**src/rtl/rvh_l1d_pkg.sv**
```systemverilog
// Shared L1D snoop-path definitions: address/data widths, snoop type codes,
// responder beat layout and the snoop initiator state encoding.
package rvh_l1d_pkg;

  localparam int PADDR_W        = 20;
  localparam int LINE_OFFSET_W  = 6;
  localparam int LINE_ADDR_BITS = PADDR_W - LINE_OFFSET_W;
  localparam int MEM_DATA_W     = 64;
  localparam int LINE_W         = 512;

  localparam int SNP_TYPE_W = 4;
  localparam logic [SNP_TYPE_W-1:0] SNP_TYPE_SHARED   = 4'd8;
  localparam logic [SNP_TYPE_W-1:0] SNP_TYPE_UNIQUE   = 4'd9;
  localparam logic [SNP_TYPE_W-1:0] SNP_TYPE_MAKE_INV = 4'd11;

  // Responder beat: [65] data/flag, [64:1] data, [0] terminating ack
  localparam int RESP_W = 1 + MEM_DATA_W + 1;

  typedef struct packed {
    logic                  flag;
    logic [MEM_DATA_W-1:0] data;
    logic                  ack;
  } snp_resp_t;

  typedef enum logic [2:0] {
    ST_IDLE,
    ST_ISSUE,
    ST_WAIT,
    ST_BEAT,
    ST_CPL
  } snp_state_e;

endpackage

```
**src/rtl/snoop_beat_buf.sv**
```systemverilog
// Assembles a cache line from consecutive response beats; the first beat of
// a snoop always lands in slot 0 and the counter wraps after the last slot.
module snoop_beat_buf
  import rvh_l1d_pkg::*;
#(
  parameter int BEATS = 8
) (
  input  logic                        clk,
  input  logic                        rstn,
  input  logic                        beat_we,
  input  logic                        beat_first,
  input  logic [MEM_DATA_W-1:0]       beat_data,
  output logic                        beat_last,
  output logic [BEATS*MEM_DATA_W-1:0] line_data
);

  localparam int CNT_W = (BEATS > 1) ? $clog2(BEATS) : 1;

  logic [CNT_W-1:0]            cnt_q;
  logic [CNT_W-1:0]            idx;
  logic [BEATS*MEM_DATA_W-1:0] line_q;

  assign idx       = beat_first ? '0 : cnt_q;
  assign beat_last = beat_we && (idx == CNT_W'(BEATS - 1));
  assign line_data = line_q;

  always_ff @(posedge clk or negedge rstn) begin
    if (!rstn) begin
      cnt_q  <= '0;
      line_q <= '0;
    end else if (beat_we) begin
      line_q[int'(idx)*MEM_DATA_W +: MEM_DATA_W] <= beat_data;
      cnt_q <= beat_last ? '0 : idx + CNT_W'(1);
    end
  end

endmodule

```
**src/rtl/snoop_initiator.sv**
```systemverilog
// Forwards one home-agent snoop at a time to the responder and returns a
// single completion: plain ack, assembled data line, or timeout.
//   state | meaning
//   IDLE  | accept a home request while the responder is empty
//   ISSUE | present sn_req until the responder takes it
//   WAIT  | await the first response beat, timeout running
//   BEAT  | collect the remaining data beats, timeout running
//   CPL   | hold the completion until home accepts it
module snoop_initiator
  import rvh_l1d_pkg::*;
#(
  parameter int LINE_ADDR_W = 14,
  parameter int BEATS       = 8,
  parameter int TIMEOUT_CYC = 256
) (
  input  logic                              clk,
  input  logic                              rstn,
  input  logic                              home_req_valid_i,
  output logic                              home_req_ready_o,
  input  logic [LINE_ADDR_W-1:0]            home_req_addr_i,
  input  logic [SNP_TYPE_W-1:0]             home_req_type_i,
  output logic [LINE_ADDR_W+SNP_TYPE_W-1:0] sn_req_o,
  output logic                              sn_req_valid_o,
  input  logic                              sn_req_ready_i,
  input  logic                              sn_empty_i,
  input  logic                              sn_resp_valid_i,
  input  logic [RESP_W-1:0]                 sn_resp_i,
  output logic                              home_cpl_valid_o,
  input  logic                              home_cpl_ready_i,
  output logic                              home_cpl_has_data_o,
  output logic                              home_cpl_flag_o,
  output logic [BEATS*MEM_DATA_W-1:0]       home_cpl_data_o,
  output logic                              home_cpl_timeout_o,
  output logic                              proto_err_o
);

  localparam int TMO_W = (TIMEOUT_CYC > 1) ? $clog2(TIMEOUT_CYC) : 1;

  snp_state_e              state_q, state_d;
  snp_resp_t               resp;
  logic                    live_q;
  logic [LINE_ADDR_W-1:0]  addr_q;
  logic [SNP_TYPE_W-1:0]   type_q;
  logic [TMO_W-1:0]        tmo_q;
  logic                    cpl_has_data_q, cpl_flag_q, cpl_timeout_q, proto_err_q;
  logic                    in_rx, tmo_hit, rx_ack, rx_first, rx_beat;
  logic                    beat_we, beat_last, tmo_fire, done;
  logic                    stray, bad_wait, bad_beat;

  assign resp     = snp_resp_t'(sn_resp_i);
  assign in_rx    = (state_q == ST_WAIT) || (state_q == ST_BEAT);
  assign tmo_hit  = (tmo_q == TMO_W'(TIMEOUT_CYC - 1));
  assign rx_ack   = (state_q == ST_WAIT) && sn_resp_valid_i && resp.ack;
  assign rx_first = (state_q == ST_WAIT) && sn_resp_valid_i && resp.flag && !resp.ack;
  assign rx_beat  = (state_q == ST_BEAT) && sn_resp_valid_i;
  assign beat_we  = rx_first || rx_beat;
  // A beat that completes the snoop in the same cycle wins over the timeout
  assign tmo_fire = tmo_hit && (((state_q == ST_WAIT) && !rx_ack && !rx_first) ||
                                ((state_q == ST_BEAT) && !beat_last));
  assign done     = rx_ack || beat_last || tmo_fire;

  assign stray    = sn_resp_valid_i && !in_rx;
  assign bad_wait = (state_q == ST_WAIT) && sn_resp_valid_i && !resp.ack && !resp.flag;
  assign bad_beat = rx_beat && (!resp.flag || resp.ack);

  snoop_beat_buf #(.BEATS(BEATS)) u_beat_buf (
    .clk        (clk),
    .rstn       (rstn),
    .beat_we    (beat_we),
    .beat_first (state_q == ST_WAIT),
    .beat_data  (resp.data),
    .beat_last  (beat_last),
    .line_data  (home_cpl_data_o)
  );

  always_ff @(posedge clk or negedge rstn) begin
    if (!rstn) state_q <= ST_IDLE;
    else       state_q <= state_d;
  end

  always_comb begin
    state_d = state_q;
    unique case (state_q)
      ST_IDLE:  if (home_req_valid_i && home_req_ready_o) state_d = ST_ISSUE;
      ST_ISSUE: if (sn_req_ready_i) state_d = ST_WAIT;
      ST_WAIT: begin
        if (done)          state_d = ST_CPL;
        else if (rx_first) state_d = ST_BEAT;
      end
      ST_BEAT:  if (done) state_d = ST_CPL;
      ST_CPL:   if (home_cpl_ready_i) state_d = ST_IDLE;
      default:  state_d = ST_IDLE;
    endcase
  end

  // live_q keeps home_req_ready low while reset is held
  always_comb begin
    home_req_ready_o = 1'b0;
    sn_req_valid_o   = 1'b0;
    home_cpl_valid_o = 1'b0;
    unique case (state_q)
      ST_IDLE:  home_req_ready_o = live_q && sn_empty_i;
      ST_ISSUE: sn_req_valid_o   = 1'b1;
      ST_CPL:   home_cpl_valid_o = 1'b1;
      default:  ;
    endcase
  end

  always_ff @(posedge clk or negedge rstn) begin
    if (!rstn) begin
      live_q         <= 1'b0;
      addr_q         <= '0;
      type_q         <= '0;
      tmo_q          <= '0;
      cpl_has_data_q <= 1'b0;
      cpl_flag_q     <= 1'b0;
      cpl_timeout_q  <= 1'b0;
      proto_err_q    <= 1'b0;
    end else begin
      live_q <= 1'b1;
      if ((state_q == ST_IDLE) && home_req_valid_i && home_req_ready_o) begin
        addr_q <= home_req_addr_i;
        type_q <= home_req_type_i;
      end
      if ((state_q == ST_ISSUE) && sn_req_ready_i) tmo_q <= '0;
      else if (in_rx)                              tmo_q <= tmo_q + TMO_W'(1);
      if (done) begin
        cpl_has_data_q <= beat_last;
        cpl_flag_q     <= rx_ack && resp.flag;
        cpl_timeout_q  <= tmo_fire;
      end
      if (stray || bad_wait || bad_beat) proto_err_q <= 1'b1;
    end
  end

  assign sn_req_o            = {addr_q, type_q};
  assign home_cpl_has_data_o = cpl_has_data_q;
  assign home_cpl_flag_o     = cpl_flag_q;
  assign home_cpl_timeout_o  = cpl_timeout_q;
  assign proto_err_o         = proto_err_q;

endmodule

```
**config.mk**
```make
export PLATFORM = sky130hd
export DESIGN_NAME = snoop_initiator
export DESIGN_NICKNAME = d
export VERILOG_FILES = /design/src/rtl/rvh_l1d_pkg.sv /design/src/rtl/snoop_beat_buf.sv /design/src/rtl/snoop_initiator.sv
export SDC_FILE = /design/constraint.sdc
export NUM_CORES = 1
export LEC_CHECK = 0
export CAP_MARGIN = 40
export CORE_AREA = 2 2 242 244
export CTS_CLUSTER_SIZE = 14
export DETAILED_ROUTE_END_ITERATION = 10
export DIE_AREA = 0 0 244 246
export PLACE_DENSITY = 0.7
export REMOVE_ABC_BUFFERS = 1
export SLEW_MARGIN = 40
export SYNTH_ARGS = -nofsm -noshare
export SYNTH_HDL_FRONTEND = slang
export SYNTH_SLANG_ARGS = --single-unit
```
**constraint.sdc**
```tcl
create_clock -name clk -period 5.1 [get_ports clk]
set_input_delay 1.02 -clock clk [delete_from_list [all_inputs] [get_ports clk]]
set_output_delay 1.02 -clock clk [all_outputs]
set_load 0.005 [all_outputs]
```
-- After elaboration in Yosys (flattened, before gate mapping)
Index checks and enable logic that the tools add are counted.
- $add $sub $neg: 3
- reductions and logical operators: 37
- equal/unequal tests: 11
- shift-type cells: 2
- mux-type cells: 15
- operator list (kind ; number):
    $bwmux 512 ; 1
    $shift 64x33->512 const A ; 1
    $shiftx 64x33->512 ; 1
    $neg 9->33 ; 1
    $mux 3 ; 8
    $logic_and 1x1->1 ; 20
    $mux 8 ; 2
    $pmux 3 s5 ; 1
    $add 8x1->8 const B ; 1
    $eq 8x8->1 const B ; 1
    $logic_or 1x1->1 ; 8
    $ne 2x2->1 const B ; 4
    $eq 3x2->1 const B ; 2
    $eq 3x3->1 const B ; 2
    $logic_not 1->1 ; 6
    $reduce_and 5->1 ; 1
    $add 3x1->3 const B ; 1
    $eq 3x1->1 const B ; 1
    $logic_not 3->1 ; 1
    $mux 1 ; 3
    $ne 3x3->1 const B ; 1
    $reduce_bool 2->1 ; 1
- register bits: 549
- input port bits: 91
- output and inout bits: 537

-- Longest topological paths before layout
Gate-level depths: netlist (run 1).
- word-level depth: 13
- depth in mapped cells: 14
- depth with buffers taken out: 10

-- Modules after synthesis
A second synthesis (run 1) with hierarchy kept.
- cells, all modules: 1461
- area, all modules: 21804.7 um2
- modules (own cells, without submodules) (module ; cells an instance ; area an instance (um2) ; times used):
    snoop_beat_buf ; 1332 ; 20199.4 ; 1
    snoop_initiator ; 129 ; 1605.3 ; 1

-- Worst setup path before layout (run 1)
OpenSTA, ideal clock, no wires.
- path type: flip-flop to flip-flop
- from: register state_q[1]
- to: register u_beat_buf.line_q[10] (netlist: u_beat_buf.line_data[10])
- library setup time: 0.128 ns
- buffers on the path: 4
- arrival time: 2.547 ns
- setup slack: 2.426 ns
- data required time: 4.972 ns
- stages on the path, launching flop included: 13
- cells stage by stage: dfrtp_1 > nor2b_1 > buf_4 > nand2_4 > nand2_1 > ha_1 > ha_1 > buf_2 > nor2_1 > and4bb_1 > buf_2 > buf_4 > mux2_1
- longest elaborated chain between the ends: 5
- elaborated cells between the ends (all ways): 12
- ends and longest elaborated chain (what ; line ; RTL):
    start, declared ; snoop_initiator.sv:39 ; snp_state_e state_q, state_d;
    start signal, assigned ; snoop_initiator.sv:78 ; else state_q <= state_d;
    $eq 3x2->1 ; snoop_initiator.sv:54, snoop_initiator.sv:70 ;
    $mux 3 or $logic_and 1x1->1 (tied branches) ; snoop_beat_buf.sv:23, snoop_initiator.sv:54 ;
    $neg 9->33 or $logic_and 1x1->1 (tied branches) ; snoop_beat_buf.sv:32, snoop_initiator.sv:54 ;
    $shiftx 64x33->512 (tied with other cells) ; snoop_beat_buf.sv:32 ; line_q[int'(idx)*MEM_DATA_W +: MEM_DATA_W] <= beat_data;
    $bwmux 512 or $logic_or 1x1->1 (tied branches) ; snoop_beat_buf.sv:32, snoop_initiator.sv:56 ;
    end signal, assigned by index ; snoop_beat_buf.sv:32 ;
    end, declared ; snoop_beat_buf.sv:21 ; logic [BEATS*MEM_DATA_W-1:0] line_q;
Several ways; a longest one is shown, not always the timed one.
A chain may end at the register's enable or synchronous reset.

-- Worst setup path after layout (run 1)
- from: register state_q[1]
- to: register u_beat_buf.line_q[3] (netlist: u_beat_buf.line_data[3])
Same word-level chain as after synthesis.

==> results.yml, run 1 <==
power:
  p_total_mw: 16.7
  power.leakage_nw: 14.5
  ir_drop_mv: 0.358
  switchingPower_mw: 4.81
  sw_frac_of_total_pct: 28.8
  powerDensity_nw_per_um2: 545
  clkPwrFrac_pct: 25.2
  combPwrFrac_pct: 35.3
  p_seq_share_pct: 39.5
  p_int_mw: 11.9
clock_network:
  clock_path_buffers: 3
  htreeDepth: 2
  tritoncts: "built"
  post_cts_buffers: 0
  cts.sinks: 549
  cts-root-buf: "clkbuf_16"
  clock_latency_ns: 0.60
  holdBufCountCts: 0
  cts.clk_slew.worst_paths_ns: 0.06
  cts_resized: 0
  cts_made_buffers: 57
placed_design:
  pre_cts_ws_ns: 1.06
  place_area_sq_um: 28800
  place.gp.congestion: 0.772
  dpl.hpwl_microns: 44400
  port_buffers: 627
drt:
  drtIter0Drc: 623
  drt-met1-wl_microns: 25100
  wl_met2_microns: 31300
  wl_met3_microns: 4070
  vias_per_cell: 4.89
  wire_per_inst_microns: 21.7
  vias: 14200
  remaining_drc_errors: 0
  routed_wl_microns: 62900
  highest_layer: "met4"
  first_pass_iters: 5
  drtAntennaViolNets: 0
finish:
  drive_gt1_share_pct: 19.6
  final_common_cell: "clkdlybuf4s50_1"
  final_area_sq_um: 30700
  finalNetCount: 2185
  final_cell_mix: "626 x clkdlybuf4s50_1, 549 x dfrtp_1, 222 x mux2_2"
  n_fill_cell: 4728
  post-route-util_pct: 53.5
  area_growth_pct: 42.0
yosys:
  ys_types: 50
  yosysSeqAreaShare_pct: 63.6
  ys_ff_latch: 549
  ys.flop_type: "dfrtp_1"
  syn-cell-area_sq_um: 21600
  synth_edf_count: 0
  ys_async_sr_fraction_pct: 100
  synth.avg_cell_area_sq_um: 14.9
  synth_cells: 1452
  synth_warnings: 0
critical_path:
  cp_slowest_cell: "and4bb_4"
  slowest_delay_ns: 0.74
  path_depth: 9
  crit_family: "simple AND/OR/NAND/NOR gates"
  crit_path_end_kind: "flip-flop"
  worstSetupStartpoint: "state_q[1]"
  r2r-end: "u_beat_buf.line_data[3]"
  cp_cell_sequence: "nor2b_1 > nand2_4 > nand2_4 > ha_1 > ha_1 > nor2_1 > and4bb_4 > buf_12 > mux2_2"
  worst_ep_arrival_time_ns: 4.30
  reg2reg_depth: 9
  rrSetupSlack_ns: 1.29
  cp_max_fo: 34
  path_class: "flip-flop to flip-flop"
  start_kind: "flip-flop"
  crit_end: "u_beat_buf.line_data[3]"
  reg2reg_from: "state_q[1]"
  cp.required_ns: 5.59
  crit_buf_inv: 1
sta:
  finClkSkew_ns: 0.0137
  rsz0062_at_grt: "no"
  min_period_over_period_pct: 74.7
  slew_viol_final: 0
  tightestPinTransition_ns: 0.804
  fmaxAchievable_ghz: 0.262
  min_period_ns: 3.81
  maxSlewHeadroom_pct: 46.3
  hold_viol_final: 0
  setup_viol: 0
  setup_slack_ns: 1.29
global_routing:
  grt_max_degree: 99
  grt_pass1_vias: 15300
  grt_antenna_before_repair: 1
  grt.overflow.total: 0
  track_usage_pct: 20.6
  grt_pass1_wl_microns: 94800
min_path:
  hold_class: "primary input to asynchronous set/reset pin"
run_status:
  status: "completed"
die:
  core.rowCount: 88
  start_util_pct: 37.7
  dieHeight_microns: 246
  fp.dieW_microns: 244
  fp.dieArea_sq_um: 60000
  boundaryPins: 628
  core-area_sq_um: 57400
run:
  maxCapViolCount: 0
[routing by layer]
layer,GRT usage [%],vias to the layer above
li1,-,6291
met1,24.6,7279
met2,35.5,480
met3,5.33,130
met4,8.34,0
met5,0,-
[power groups by stage]
stage | clock, mW | combinational, mW | sequential [mW]
global placement | 0 | 5.84 | 6.60
CTS | 4.33 | 5.99 | 6.61
detailed placement | 0 | 5.95 | 6.67
floorplan | 0 | 1.91 | 6.68
global route | 4.49 | 6.32 | 6.78
finish | 4.21 | 5.89 | 6.61
[worst min path at each step]
stage	to	from	cells after the start	slack [ns]
finish	u_beat_buf.line_data[101]	rstn	1	0.35
global route	u_beat_buf.line_data[101]	rstn	1	0.34
CTS	u_beat_buf.line_data[475]	rstn	1	0.32
detailed placement	proto_err_o	proto_err_o	1	0.45
global placement	proto_err_o	proto_err_o	1	0.45
floorplan	proto_err_o	proto_err_o	1	0.45
[area by class of cell]
class                      count  area, sq um  share of cell area [%]
clock inverter                20          220                   0.718
inverter                      70          263                   0.857
multi-input combinational    755         7220                    23.5
clock buffer                  85         1690                    5.52
sequential                   549        13700                    44.8
antenna                        1         2.50                 0.00816
tap                          765          957                    3.12
timing repair buffer         656         6590                    21.5
[metrics by stage]
step                      setup TNS [ns]  hold slack, ns  instances
after global routing                   0           0.338       2900
after floorplan                    -5.32           0.451       1374
final                                  0           0.347       2901
after CTS                              0           0.321       2900
after global placement                 0           0.452       2794
after detailed placement               0           0.449       2795
[kinds of logic after synthesis]
family | after synthesis | synth area share (%)
flip-flops | 549 | 63.6
multiplexers | 467 | 25.4
AND/OR/NAND/NOR | 191 | 5.10
buffers and inverters | 148 | 3.14
AO/OA/AOI/OAI | 84 | 2.20
XOR/XNOR | 7 | 0.284
adder cells (fa/ha/maj) | 5 | 0.290
other | 1 | 0.0174
[registers in the layout (all words and copies together), names as in the netlist]
name / flops
u_beat_buf.line_data: 512
addr_q: 14
home_cpl_has_data_o: 1
u_beat_buf.cnt_q: 3
tmo_q: 8
state_q: 3
proto_err_o: 1
live_q: 1
home_cpl_timeout_o: 1
type_q: 4
home_cpl_flag_o: 1
[cell usage after synthesis (4+ instances only)]
master	number	area share [%]
mux2_1	184	9.6
buf_2	42	0.97
mux2_4	60	4.2
nand2_1	15	0.26
dfrtp_1	549	64
xor2_1	4	0.16
inv_1	68	1.2
nor2_1	17	0.30
and2_1	65	1.9
buf_4	7	0.24
nand3_1	67	1.6
clkbuf_1	15	0.26
o21ai_0	67	1.6
buf_1	8	0.14
ha_1	5	0.29
buf_6	6	0.31
mux2_2	222	12
Note: power is estimated with default switching activity, not from simulation.
==> run 2, diff against run 1 <==
Settings changed: CORE_AREA 2 2 242 244 to 2 2 241 243, DIE_AREA 0 0 244 246 to 0 0 243 245, PLACE_DENSITY 0.7 to 0.73.
Clock period 5.1 ns to 3.44 ns, I/O delays scaled along.
==> results.yml, run 2 (synthesized netlist as in run 1, its figures left out) <==
placed_design:
  place.gp.congestion: 0.823
  dpl.hpwl_microns: 44400
  dp_cells: 2818
  place_area_sq_um: 29100
  pre_cts_ws_ns: 0.207
  port_buffers: 627
sta:
  min_period_over_period_pct: 89.5
  hold_viol_final: 0
  fmaxAchievable_ghz: 0.325
  tightestPinTransition_ns: 0.738
  setup_viol: 0
  slew_viol_final: 0
  finClkSkew_ns: 0.0114
  setup_slack_ns: 0.361
  maxSlewHeadroom_pct: 50.8
  whs_ns: 0.482
  rsz0062_at_grt: "no"
  min_period_ns: 3.08
clock_network:
  clock_path_buffers: 3
  cts_made_buffers: 55
  post_cts_buffers: 0
  clock_latency_ns: 0.60
  cts.sinks: 549
  tritoncts: "built"
  cts-root-buf: "clkbuf_16"
  cts.clk_slew.worst_paths_ns: 0.06
  htreeDepth: 2
global_routing:
  grt_pass1_vias: 15600
  grt_most_used_layer: "met2"
  grt.overflow.total: 0
  grt_max_degree: 87
  met1_usage_pct: 25.7
  use_met2_pct: 35.3
  track_usage_pct: 21.0
  grt_pass1_wl_microns: 96600
  grt_antenna_before_repair: 0
  met3_usage_pct: 5.55
critical_path:
  reg2reg_depth: 10
  worst_ep_arrival_time_ns: 3.55
  cp.required_ns: 3.92
  reg2reg_from: "state_q[1]"
  r2r-end: "u_beat_buf.line_data[4]"
  worstSetupStartpoint: "state_q[1]"
  cp_max_fo: 34
  crit_end: "u_beat_buf.line_data[4]"
  rrSetupSlack_ns: 0.36
  path_class: "flip-flop to flip-flop"
  crit_path_end_kind: "flip-flop"
  start_kind: "flip-flop"
power:
  clkPwrFrac_pct: 24.5
  sw_frac_of_total_pct: 29.0
  p_total_mw: 24.7
  combPwrFrac_pct: 35.7
  p_int_mw: 17.6
  power.leakage_nw: 14.6
  switchingPower_mw: 7.16
  powerDensity_nw_per_um2: 798
  p_seq_share_pct: 39.7
  ir_drop_mv: 0.488
min_path:
  hold_class: "flip-flop to flip-flop"
die:
  start_util_pct: 37.9
  boundaryPins: 628
  dieHeight_microns: 245
  fp.dieW_microns: 243
  fp.dieArea_sq_um: 59500
  core-area_sq_um: 57000
  core.rowCount: 88
drt:
  remaining_drc_errors: 0
  drtAntennaViolNets: 0
  vias: 14400
  routed_wl_microns: 63000
  drtIter0Drc: 614
  first_pass_iters: 5
  wire_per_inst_microns: 21.5
  vias_per_cell: 4.92
finish:
  fin_cells: 2924
  drive_gt1_share_pct: 20.8
  antennaDiodeCount: 0
  n_fill_cell: 4680
  largest_reg_flops: 512
  finalNetCount: 2208
  final_cell_mix: "626 x clkdlybuf4s50_1, 549 x dfrtp_1, 222 x mux2_2"
  final_common_cell: "clkdlybuf4s50_1"
  area_growth_pct: 43.5
  final_area_sq_um: 31000
run_status:
  status: "completed"
run:
  maxCapViolCount: 0
## run 2: cell count changes in the layout (fill, tap and decap cells not counted), sizes merged
cell	delta
buf	+24
inv	+2
diode	-1
clkinv	+12
bufinv	+1
dlygate4sd3	+1
clkinvlp	-4
clkbuf	-12
## run 2: metrics by stage
| stage | util [%] | TNS [ns] |
|---|---|---|
| global route | 54.3 | 0 |
| detailed placement | 51.1 | 0 |
| floorplan | - | -426.81 |
| global placement | 51.1 | 0 |
| CTS | 54.3 | 0 |
| finish | 54.3 | 0 |
## run 2: worst min path at each step
stage,cells after the start,from,endpoint,slack [ns]
3_3_place_gp,1,home_cpl_has_data_o,home_cpl_has_data_o,0.47
4_1_cts,1,rstn,u_beat_buf.line_data[256],0.13
3_5_place_dp,1,proto_err_o,proto_err_o,0.47
2_1_floorplan,0,rstn,addr_q[0],0.39
5_1_grt,1,u_beat_buf.line_data[55],u_beat_buf.line_data[55],0.50
6_report,1,u_beat_buf.line_data[51],u_beat_buf.line_data[51],0.48
## run 2: layout make-up
class	instances	area, sq um	share of cell area (%)
Sequential cell	549	13700	44.3
Multi-Input combinational cell	755	7220	23.3
Timing Repair Buffer	681	6980	22.5
Clock buffer	73	1530	4.95
Tap cell	765	957	3.09
Clock inverter	31	300	0.969
Inverter	70	263	0.848
## run 2: power groups by stage
stage / sequential (mW) / clock [mW] / combinational (mW)
after floorplan: 9.91 / 0 / 2.84
after global placement: 9.80 / 0 / 8.74
after detailed placement: 9.90 / 0 / 8.91
after CTS: 9.82 / 6.21 / 8.96
after global routing: 10.1 / 6.51 / 9.45
final: 9.82 / 6.07 / 8.84
## run 2: repair_timing
item                                   4_1_cts  5_1_grt
hold buffers                                 0        1
endpoints found under the hold margin        0        6
gates resized for setup                      0        0
## run 2: metal layers
| layer | wire length, microns | share of wire, % | up-vias |
|---|---|---|---|
| li1 | - | - | 6359 |
| met1 | 25300 | 40 | 7393 |
| met2 | 31000 | 49 | 509 |
| met3 | 4160 | 6.6 | 134 |
| met4 | 2540 | 4.0 | 0 |
| met5 | 0 | 0 | - |
## run 2: worst max-delay path, cell delays in order (launching register included)
cell	delay [ns]
dfrtp_1	0.46
nor2b_1	0.18
buf_4	0.18
nand2_4	0.10
nand2_1	0.08
ha_1	0.21
ha_1	0.43
nor2_1	0.34
and4bb_4	0.34
buf_12	0.23
mux2_1	0.36
==> run 3, diff against run 2 <==
Settings changed: CELL_PAD_IN_SITES_DETAIL_PLACEMENT set to 1, CELL_PAD_IN_SITES_GLOBAL_PLACEMENT set to 2, CORE_AREA 2 2 241 243 to not set, CORE_UTILIZATION set to 32, DIE_AREA 0 0 243 245 to not set, PLACE_DENSITY 0.73 to 0.84.
Clock period 3.44 ns to 3.2 ns, I/O delays scaled along.
==> results.yml, run 3 (synthesized netlist as in run 1, its figures left out) <==
run_status:
  status: "completed"
critical_path:
  crit_path_end_kind: "flip-flop"
  slowest_delay_ns: 0.58
  cp.required_ns: 3.68
  cp_slowest_cell: "dfrtp_1"
  start_kind: "flip-flop"
  cp_cell_sequence: "inv_2 > nand2_4 > nand2_1 > ha_1 > ha_1 > buf_4 > nand2_1 > nor3_4 > buf_12 > mux2_1"
  path_class: "flip-flop to flip-flop"
  worst_ep_arrival_time_ns: 3.28
  cp_max_fo: 32
clock_network:
  cts.clk_slew.worst_paths_ns: 0.06
  cts.sinks: 549
  clock_latency_ns: 0.60
  post_cts_buffers: 0
  tritoncts: "built"
  cts-root-buf: "clkbuf_16"
  clock_path_buffers: 3
  cts_resized: 0
  holdBufCountCts: 0
  cts_made_buffers: 58
  htreeDepth: 2
power:
  ir_drop_mv: 0.780
  power.leakage_nw: 14.6
  powerDensity_nw_per_um2: 878
global_routing:
  grt_antenna_before_repair: 1
  grt_pass1_wl_microns: 105000
  track_usage_pct: 20.2
  grt_pass1_vias: 16000
  grt.overflow.total: 0
  grt_max_degree: 78
sta:
  min_period_over_period_pct: 87.6
  finClkSkew_ns: 0.0115
  fin_tns_setup_ns: 0
  setup_viol: 0
  hold_viol_final: 0
  min_period_ns: 2.80
  fmaxAchievable_ghz: 0.357
  rsz0062_at_grt: "no"
  setup_slack_ns: 0.397
  slew_viol_final: 0
  maxSlewHeadroom_pct: 44.3
  whs_ns: 0.00771
  tightestPinTransition_ns: 0.834
die:
  fp.dieW_microns: 262
  boundaryPins: 628
  fp.dieArea_sq_um: 68600
  core-area_sq_um: 66300
  core.rowCount: 94
  dieHeight_microns: 262
  start_util_pct: 32.6
drt:
  vias_per_cell: 4.79
  wire_per_inst_microns: 23.4
  first_pass_iters: 4
  remaining_drc_errors: 0
  drtIter0Drc: 728
  vias: 14400
  routed_wl_microns: 70400
  drtAntennaViolNets: 0
finish:
  largest_reg_flops: 512
  final_common_cell: "clkdlybuf4s50_1"
  n_fill_cell: 6623
  final_cell_mix: "626 x clkdlybuf4s50_1, 549 x dfrtp_1, 222 x mux2_2"
  area_growth_pct: 43.8
  post-route-util_pct: 46.8
  finalNetCount: 2193
  drive_gt1_share_pct: 20.1
run:
  maxCapViolCount: 0
placed_design:
  dpl.hpwl_microns: 48100
  pre_cts_ws_ns: 0.184
  place.gp.congestion: 0.816
  port_buffers: 627
min_path:
  hold_class: "primary input to asynchronous set/reset pin"
## run 3: changes by cell type in the layout (fill, tap and decap cells not counted), sizes merged, moves of 2 or more
cell	delta
bufinv	-2
inv	-2
diode	+3
clkinv	-9
buf	-17
clkbuf	+14
## run 3: through the flow
step / power (mW) / std cells / instance area [sq um]
2_1_floorplan: 13.7 / 1374 / 21200
3_3_place_gp: 20.2 / 2901 / 29100
3_5_place_dp: 20.6 / 2901 / 29100
4_1_cts: 27.6 / 3007 / 31100
5_1_grt: 28.7 / 3007 / 31100
6_report: 27.3 / 3010 / 31100
## run 3: layout make-up
| cell class | instances | area (sq um) | share of cell area [%] |
|---|---|---|---|
| sequential | 549 | 13700 | 44.2 |
| multi-input combinational | 755 | 7220 | 23.2 |
| timing repair buffer | 663 | 6830 | 22.0 |
| clock buffer | 87 | 1750 | 5.64 |
| tap | 864 | 1080 | 3.48 |
| inverter | 70 | 263 | 0.846 |
| clock inverter | 19 | 186 | 0.600 |
| antenna | 3 | 7.51 | 0.0242 |
## run 3: worst paths after layout
check | startpoint | cells after the start | slack, ns | to
worst min-delay path | rstn | 1 | 0.008 | u_beat_buf.line_data[0]
worst max register to register | state_q[0] | 10 | 0.40 | u_beat_buf.line_data[207]
max in group asynchronous | rstn | 2 | 2.15 | u_beat_buf.line_data[410]
min in group clk | proto_err_o | 1 | 0.46 | proto_err_o
worst max-delay path | state_q[0] | 10 | 0.40 | u_beat_buf.line_data[207]
worst min register to register | proto_err_o | 1 | 0.46 | proto_err_o
## run 3: worst max-delay path, delay by kind of cell (launching register included)
kind,cells,cell delay [ns]
adders and majority gates,2,0.51
buffers and inverters,3,0.54
DFF,1,0.58
muxes,1,0.37
and+or+nand+nor,4,0.62
## run 3: layer usage
| metal | global-route usage [%] | share of wire, % | wire, microns |
|---|---|---|---|
| met1 | 24.3 | 39 | 27700 |
| met2 | 35.1 | 51 | 36000 |
| met3 | 5.30 | 6.6 | 4650 |
| met4 | 6.73 | 3.0 | 2140 |
| met5 | 0 | 0 | 0 |
## run 3: power breakdown
part | total, mW | leakage [nW] | internal [mW] | switching, mW
Clock | 6.85 | 0.961 | 4.01 | 2.84
Combinational | 9.84 | 6.48 | 5.87 | 3.97
Sequential | 10.6 | 7.13 | 9.24 | 1.34
Total | 27.3 | 14.6 | 19.1 | 8.15
